### src/rtl/sync_fifo_pkg.sv
// sync_fifo_pkg: width helpers shared by the FIFO family.
// Pointer width is clamped to at least one bit.
package sync_fifo_pkg;

  function automatic int ptr_w(input int depth);
    return (depth > 1) ? $clog2(depth) : 1;
  endfunction

  function automatic int cnt_w(input int depth);
    return $clog2(depth) + 1;
  endfunction

endpackage

### src/rtl/sync_fifo_thresh_if.sv
// sync_fifo_thresh_if: producer/consumer bundle for sync_fifo_thresh.
// The master side drives requests; the slave side is the FIFO.
interface sync_fifo_thresh_if
  import sync_fifo_pkg::*;
#(
  parameter int DATA_WIDTH = 8,
  parameter int DEPTH      = 8
) ();

  logic                      w_en;
  logic                      r_en;
  logic [DATA_WIDTH-1:0]     data_in;
  logic [DATA_WIDTH-1:0]     data_out;
  logic                      full;
  logic                      empty;
  logic                      almost_full;
  logic                      almost_empty;
  logic [cnt_w(DEPTH)-1:0]   count;
  logic                      overflow;
  logic                      underflow;

  modport master (
    output w_en, r_en, data_in,
    input  data_out, full, empty,
    input  almost_full, almost_empty,
    input  count, overflow, underflow
  );

  modport slave (
    input  w_en, r_en, data_in,
    output data_out, full, empty,
    output almost_full, almost_empty,
    output count, overflow, underflow
  );

endinterface

### src/rtl/sync_fifo_mem.sv
// sync_fifo_mem: register array, one write port, one async read port.
// Contents are intentionally not reset.
module sync_fifo_mem #(
  parameter int DATA_WIDTH = 8,
  parameter int DEPTH      = 8,
  parameter int AW         = 3
) (
  input  logic                  clk,
  input  logic                  we,
  input  logic [AW-1:0]         waddr,
  input  logic [DATA_WIDTH-1:0] wdata,
  input  logic [AW-1:0]         raddr,
  output logic [DATA_WIDTH-1:0] rdata
);

  logic [DATA_WIDTH-1:0] mem [DEPTH];

  always_ff @(posedge clk) begin
    if (we) mem[waddr] <= wdata;
  end

  assign rdata = mem[raddr];

endmodule

### src/rtl/sync_fifo_thresh.sv
// sync_fifo_thresh: single-clock FIFO with count, thresholds, error pulses.
// Define SYNC_FIFO_FWFT_EN for first-word-fall-through reads.
module sync_fifo_thresh
  import sync_fifo_pkg::*;
#(
  parameter int DATA_WIDTH = 8,
  parameter int DEPTH      = 8,
  parameter int AF_LEVEL   = DEPTH - 2,
  parameter int AE_LEVEL   = 2
) (
  input logic clk,
  input logic rst,
  sync_fifo_thresh_if.slave bus
);

  localparam int PW = ptr_w(DEPTH);
  localparam int CW = cnt_w(DEPTH);

  logic [PW-1:0]         wr_ptr, rd_ptr;
  logic [CW-1:0]         count_q, count_nxt;
  logic                  full_q, empty_q;
  logic                  af_q, ae_q;
  logic                  ovf_q, unf_q;
  logic                  wr_ok, rd_ok;
  logic [DATA_WIDTH-1:0] rdata;

  // A full FIFO still takes a write when a read frees a slot.
  assign rd_ok = bus.r_en & ~empty_q;
  assign wr_ok = bus.w_en & (~full_q | rd_ok);

  always_comb begin
    count_nxt = count_q;
    unique case (1'b1)
      wr_ok & ~rd_ok: count_nxt = count_q + 1'b1;
      rd_ok & ~wr_ok: count_nxt = count_q - 1'b1;
      default: ;
    endcase
  end

  always_ff @(posedge clk or posedge rst) begin
    if (rst) begin
      wr_ptr  <= '0;
      rd_ptr  <= '0;
      count_q <= '0;
      full_q  <= 1'b0;
      empty_q <= 1'b1;
      af_q    <= 1'b0;
      ae_q    <= 1'b1;
      ovf_q   <= 1'b0;
      unf_q   <= 1'b0;
    end else begin
      if (wr_ok) wr_ptr <= wr_ptr + 1'b1;
      if (rd_ok) rd_ptr <= rd_ptr + 1'b1;
      count_q <= count_nxt;
      full_q  <= count_nxt == CW'(DEPTH);
      empty_q <= count_nxt == '0;
      af_q    <= count_nxt >= CW'(AF_LEVEL);
      ae_q    <= count_nxt <= CW'(AE_LEVEL);
      ovf_q   <= bus.w_en & ~wr_ok;
      unf_q   <= bus.r_en & ~rd_ok;
    end
  end

  sync_fifo_mem #(
    .DATA_WIDTH (DATA_WIDTH),
    .DEPTH      (DEPTH),
    .AW         (PW)
  ) u_mem (
    .clk   (clk),
    .we    (wr_ok),
    .waddr (wr_ptr),
    .wdata (bus.data_in),
    .raddr (rd_ptr),
    .rdata (rdata)
  );

`ifdef SYNC_FIFO_FWFT_EN
  assign bus.data_out = rdata;
`else
  logic [DATA_WIDTH-1:0] dout_q;

  always_ff @(posedge clk or posedge rst) begin
    if (rst)        dout_q <= '0;
    else if (rd_ok) dout_q <= rdata;
  end

  assign bus.data_out = dout_q;
`endif

  assign bus.count        = count_q;
  assign bus.full         = full_q;
  assign bus.empty        = empty_q;
  assign bus.almost_full  = af_q;
  assign bus.almost_empty = ae_q;
  assign bus.overflow     = ovf_q;
  assign bus.underflow    = unf_q;

endmodule

### src/flat_wrapper.sv
// flat-port wrapper written by rule: the top's interface ports become plain ports
module sync_fifo_thresh_flat import sync_fifo_pkg::*;
#(
  parameter int DATA_WIDTH = 8,
  parameter int DEPTH      = 8,
  parameter int AF_LEVEL   = DEPTH - 2,
  parameter int AE_LEVEL   = 2
)
  (clk, rst, bus_w_en, bus_r_en, bus_data_in, bus_data_out, bus_full, bus_empty, bus_almost_full, bus_almost_empty, bus_count, bus_overflow, bus_underflow);
  sync_fifo_thresh_if #(.DATA_WIDTH(DATA_WIDTH), .DEPTH(DEPTH)) bus_i ();
  input logic clk;
  input logic rst;
  input wire logic [$bits(bus_i.w_en)-1:0] bus_w_en;
  input wire logic [$bits(bus_i.r_en)-1:0] bus_r_en;
  input wire logic [$bits(bus_i.data_in)-1:0] bus_data_in;
  output wire logic [$bits(bus_i.data_out)-1:0] bus_data_out;
  output wire logic [$bits(bus_i.full)-1:0] bus_full;
  output wire logic [$bits(bus_i.empty)-1:0] bus_empty;
  output wire logic [$bits(bus_i.almost_full)-1:0] bus_almost_full;
  output wire logic [$bits(bus_i.almost_empty)-1:0] bus_almost_empty;
  output wire logic [$bits(bus_i.count)-1:0] bus_count;
  output wire logic [$bits(bus_i.overflow)-1:0] bus_overflow;
  output wire logic [$bits(bus_i.underflow)-1:0] bus_underflow;
  assign bus_i.w_en = bus_w_en;
  assign bus_i.r_en = bus_r_en;
  assign bus_i.data_in = bus_data_in;
  assign bus_data_out = bus_i.data_out;
  assign bus_full = bus_i.full;
  assign bus_empty = bus_i.empty;
  assign bus_almost_full = bus_i.almost_full;
  assign bus_almost_empty = bus_i.almost_empty;
  assign bus_count = bus_i.count;
  assign bus_overflow = bus_i.overflow;
  assign bus_underflow = bus_i.underflow;
  sync_fifo_thresh #(.DATA_WIDTH(DATA_WIDTH), .DEPTH(DEPTH), .AF_LEVEL(AF_LEVEL), .AE_LEVEL(AE_LEVEL)) u_core (.clk(clk), .rst(rst), .bus(bus_i));
endmodule
### config.mk
export PLATFORM = sky130hd
export DESIGN_NAME = sync_fifo_thresh_flat
export DESIGN_NICKNAME = d
export VERILOG_FILES = /design/src/rtl/sync_fifo_pkg.sv /design/src/rtl/sync_fifo_thresh_if.sv /design/src/rtl/sync_fifo_mem.sv /design/src/rtl/sync_fifo_thresh.sv /design/src/flat_wrapper.sv
export SDC_FILE = /design/constraint.sdc
export NUM_CORES = 1
export LEC_CHECK = 0
export CORE_UTILIZATION = 45
export DETAILED_ROUTE_END_ITERATION = 16
export GPL_TIMING_DRIVEN = 0
export PLACE_DENSITY = 0.72
export SLEW_MARGIN = 20
export SYNTH_ARGS = -nofsm -noshare
export SYNTH_HDL_FRONTEND = slang
export SYNTH_SLANG_ARGS = --single-unit
### constraint.sdc
create_clock -name clk -period 3.3 [get_ports clk]
set_input_delay 0.66 -clock clk [delete_from_list [all_inputs] [get_ports clk]]
set_output_delay 0.66 -clock clk [all_outputs]
set_load 0.1 [all_outputs]
==> impl_metrics.py, run 1 <==
metrics = {
    "status": {
        "status": "finished clean",
    },
    "floorplan": {
        "coreArea_sq_um": 7410,
        "io_pins": 30,
        "start_util": 0.474,
        "core.rowCount": 31,
        "die-area_sq_um": 8160,
        "die_h_microns": 90.4,
        "dieWidth_microns": 90.4,
    },
    "hold_path": {
        "min_to": "u_core.bus.data_out[3]$_DFFE_PP0P_",
        "hold_class": "reg2reg",
        "hp-start": "u_core.bus.data_out[3]$_DFFE_PP0P_",
        "whs_path_depth": 2,
    },
    "grt": {
        "grt_antenna_before_repair": 0,
        "globalRouteOverflowTotal": 0,
        "grt_pass1_wl_microns": 9330,
        "grt_pass1_vias": 1793,
        "grt_start_max_net_pins": 25,
        "grt_usage": 0.154,
    },
    "placed_design": {
        "numPortBuffers": 29,
        "dpl.hpwl_microns": 3830,
        "place.gp.congestion": 0.753,
    },
    "route": {
        "drc": 0,
        "via_count": 1787,
        "vias_per_cell": 5.14,
        "routedWlPerCell_microns": 16.4,
        "dr.pass1.iters": 6,
        "drt_iter0_markers": 104,
        "routed_wl_microns": 5710,
        "postRouteAntennaNets": 0,
    },
    "finish": {
        "layout-drive-gt1-share": 0.173,
        "final_util": 0.561,
        "antennaDiodeCount": 0,
        "layout_commonest_cell": "edfxtp_1",
        "area_delta_synth_final_pct": 18.2,
        "num-nets-final": 261,
        "most-common-layout-cells": "64 x edfxtp_1, 29 x clkdlybuf4s50_1, 23 x nand2_1",
    },
    "timing": {
        "finalHoldViolCount": 0,
        "grt_setup_unrepaired": "no",
        "fin_crit_sh": 0.898,
        "setup_violations": 0,
        "finClkSkew_ns": 0.00752,
        "slew_viol_final": 0,
        "slew_headroom": 0.348,
        "tightest_slew_ns": 0.975,
        "min_period_ns": 2.96,
        "max_freq_mhz": 337,
    },
    "flow_run": {
        "maxCapViolCount": 0,
    },
    "setup_path": {
        "cp-start-kind": "primary input",
        "reg2reg_to": "u_core.bus.almost_empty$_DFF_PP1_",
        "r2r_start": "u_core.bus.empty$_DFF_PP1_",
        "critPathKind": "in2reg",
        "reg2regPathDepth": 11,
        "worst-path-max-fanout": 10,
        "required_ns": 3.58,
        "cp_data_arrival_time_ns": 3.25,
        "end_kind": "register",
        "reg2reg_slack_ns": 0.52,
    },
    "clock_network": {
        "h-tree-depth": 3,
        "cts_buffers": 9,
        "post_cts_buffers": 0,
        "clock_latency_ns": 0.34,
        "cts-resized-gates": 0,
        "numClockSinks": 88,
        "clk_pin_slew_ns": 0.08,
        "cts_hold_buf": 0,
        "tritoncts": "done",
        "root_buffer": "clkbuf_8",
        "clockBufferDepth": 2,
    },
    "synth": {
        "synth_cell_types": 36,
        "syn-num-nets": 221,
        "synth_seq_cells": 88,
        "yosys.area.top_type": "edfxtp_1",
        "ys_async_sr_fraction": 0.273,
        "synth_cells": 204,
        "syn_avg_cell_area_sq_um": 17.2,
        "synth_top_area_share": 0.547,
        "netlist_top_cells_area": "edfxtp_1 55%, dfrtp_1 16%, mux4_2 10%",
        "synth_edf_count": 64,
        "yosysWarnings": 0,
        "synthFlopType": "edfxtp_1",
        "syn_area_sq_um": 3510,
        "yosysSeqAreaShare": 0.719,
    },
}
==> synthesized netlist by cell type (2+ instances only) <==
library cell	n
edfxtp_1	64
nand2_1	23
dfrtp_1	22
mux4_2	16
nor2_1	9
mux2i_1	8
o21ai_0	8
clkbuf_1	5
ha_1	5
nand2b_1	5
inv_1	4
xnor2_1	4
xor2_1	4
and2_1	2
buf_2	2
dfstp_2	2
nor3_1	2
==> metal layers <==
layer  global-route usage  up-vias  wire length [microns]
met4               0.0363        0                     37
met3               0.0539        4                    243
met5                    0        -                      0
li1                     -      848                      -
met2                0.267       41                   2870
met1                0.186      894                   2560
==> metrics by stage <==
stage               setup WS, ns  hold WS (ns)  cell area (sq um)  TNS [ns]  cells
finish                     0.336         0.483               4150         0    348
global route              0.0795         0.520               4150         0    348
CTS                        0.309         0.488               4150         0    348
detailed placement       -0.0409         0.471               3940   -0.0409    332
global placement         -0.0185         0.467               3930   -0.0185    332
floorplan                  0.406         0.487               3510         0    204
==> flip-flops by register name, indices dropped and copies added, names as in the netlist <==
name / cells
u_core.u_mem.mem: 64
u_core.bus.data_out: 8
u_core.bus.count: 4
u_core.bus.underflow: 1
u_core.wr_ptr: 3
u_core.bus.full: 1
u_core.bus.almost_full: 1
u_core.rd_ptr: 3
u_core.bus.empty: 1
u_core.bus.almost_empty: 1
u_core.bus.overflow: 1
==> how the worst max path moves through the flow <==
stage / end / startpoint / slack (ns) / depth (start not counted)
6_report: u_core.bus.almost_empty$_DFF_PP1_ / bus_r_en / 0.34 / 12
5_1_grt: u_core.bus.almost_empty$_DFF_PP1_ / bus_r_en / 0.08 / 12
4_1_cts: u_core.bus.almost_empty$_DFF_PP1_ / bus_r_en / 0.31 / 12
3_5_place_dp: u_core.bus.almost_empty$_DFF_PP1_ / bus_r_en / -0.04 / 12
3_3_place_gp: u_core.bus.almost_empty$_DFF_PP1_ / bus_r_en / -0.02 / 12
2_1_floorplan: u_core.bus.almost_empty$_DFF_PP1_ / u_core.bus.empty$_DFF_PP1_ / 0.41 / 12
==> area by class of cell <==
cell class                      count  area [sq um]
Multi-Input combinational cell    104           947
Sequential cell                    88          2520
Buffer                              8          36.3
Inverter                            4          15.0
Clock inverter                      1          5.00
Tap cell                           99           124
Fill cell                         580          3260
Timing Repair Buffer               29           290
Clock buffer                       15           210
==> logic make-up after synthesis <==
group,share of synthesized area
AND/OR/NAND/NOR,0.0691
XOR/XNOR,0.0199
AO/OA/AOI/OAI,0.0313
adder cells (fa/ha/maj),0.0178
flip-flops,0.719
multiplexers,0.129
buffers and inverters,0.0146
==> worst max-delay path, cell delays in order <==
cell	delay [ns]
clkdlybuf4s50_1	0.42
nand2b_1	0.11
clkbuf_1	0.31
inv_1	0.17
ha_1	0.28
xor2_1	0.17
ha_1	0.18
a21oi_1	0.14
xor2_1	0.16
nor2_1	0.06
xor2_1	0.36
and3b_1	0.23
Power of run 1 is not shown: default switching activity piles up to over one toggle a cycle in this logic, so the estimate is an artifact.
==> run 2, diff against run 1 <==
TNS_END_PERCENT = 50   (was not set)
==> results of run 2 <==
Final layout, timing and power as in run 1 (identical DEF).
Power of run 2 is left out for the same reason.
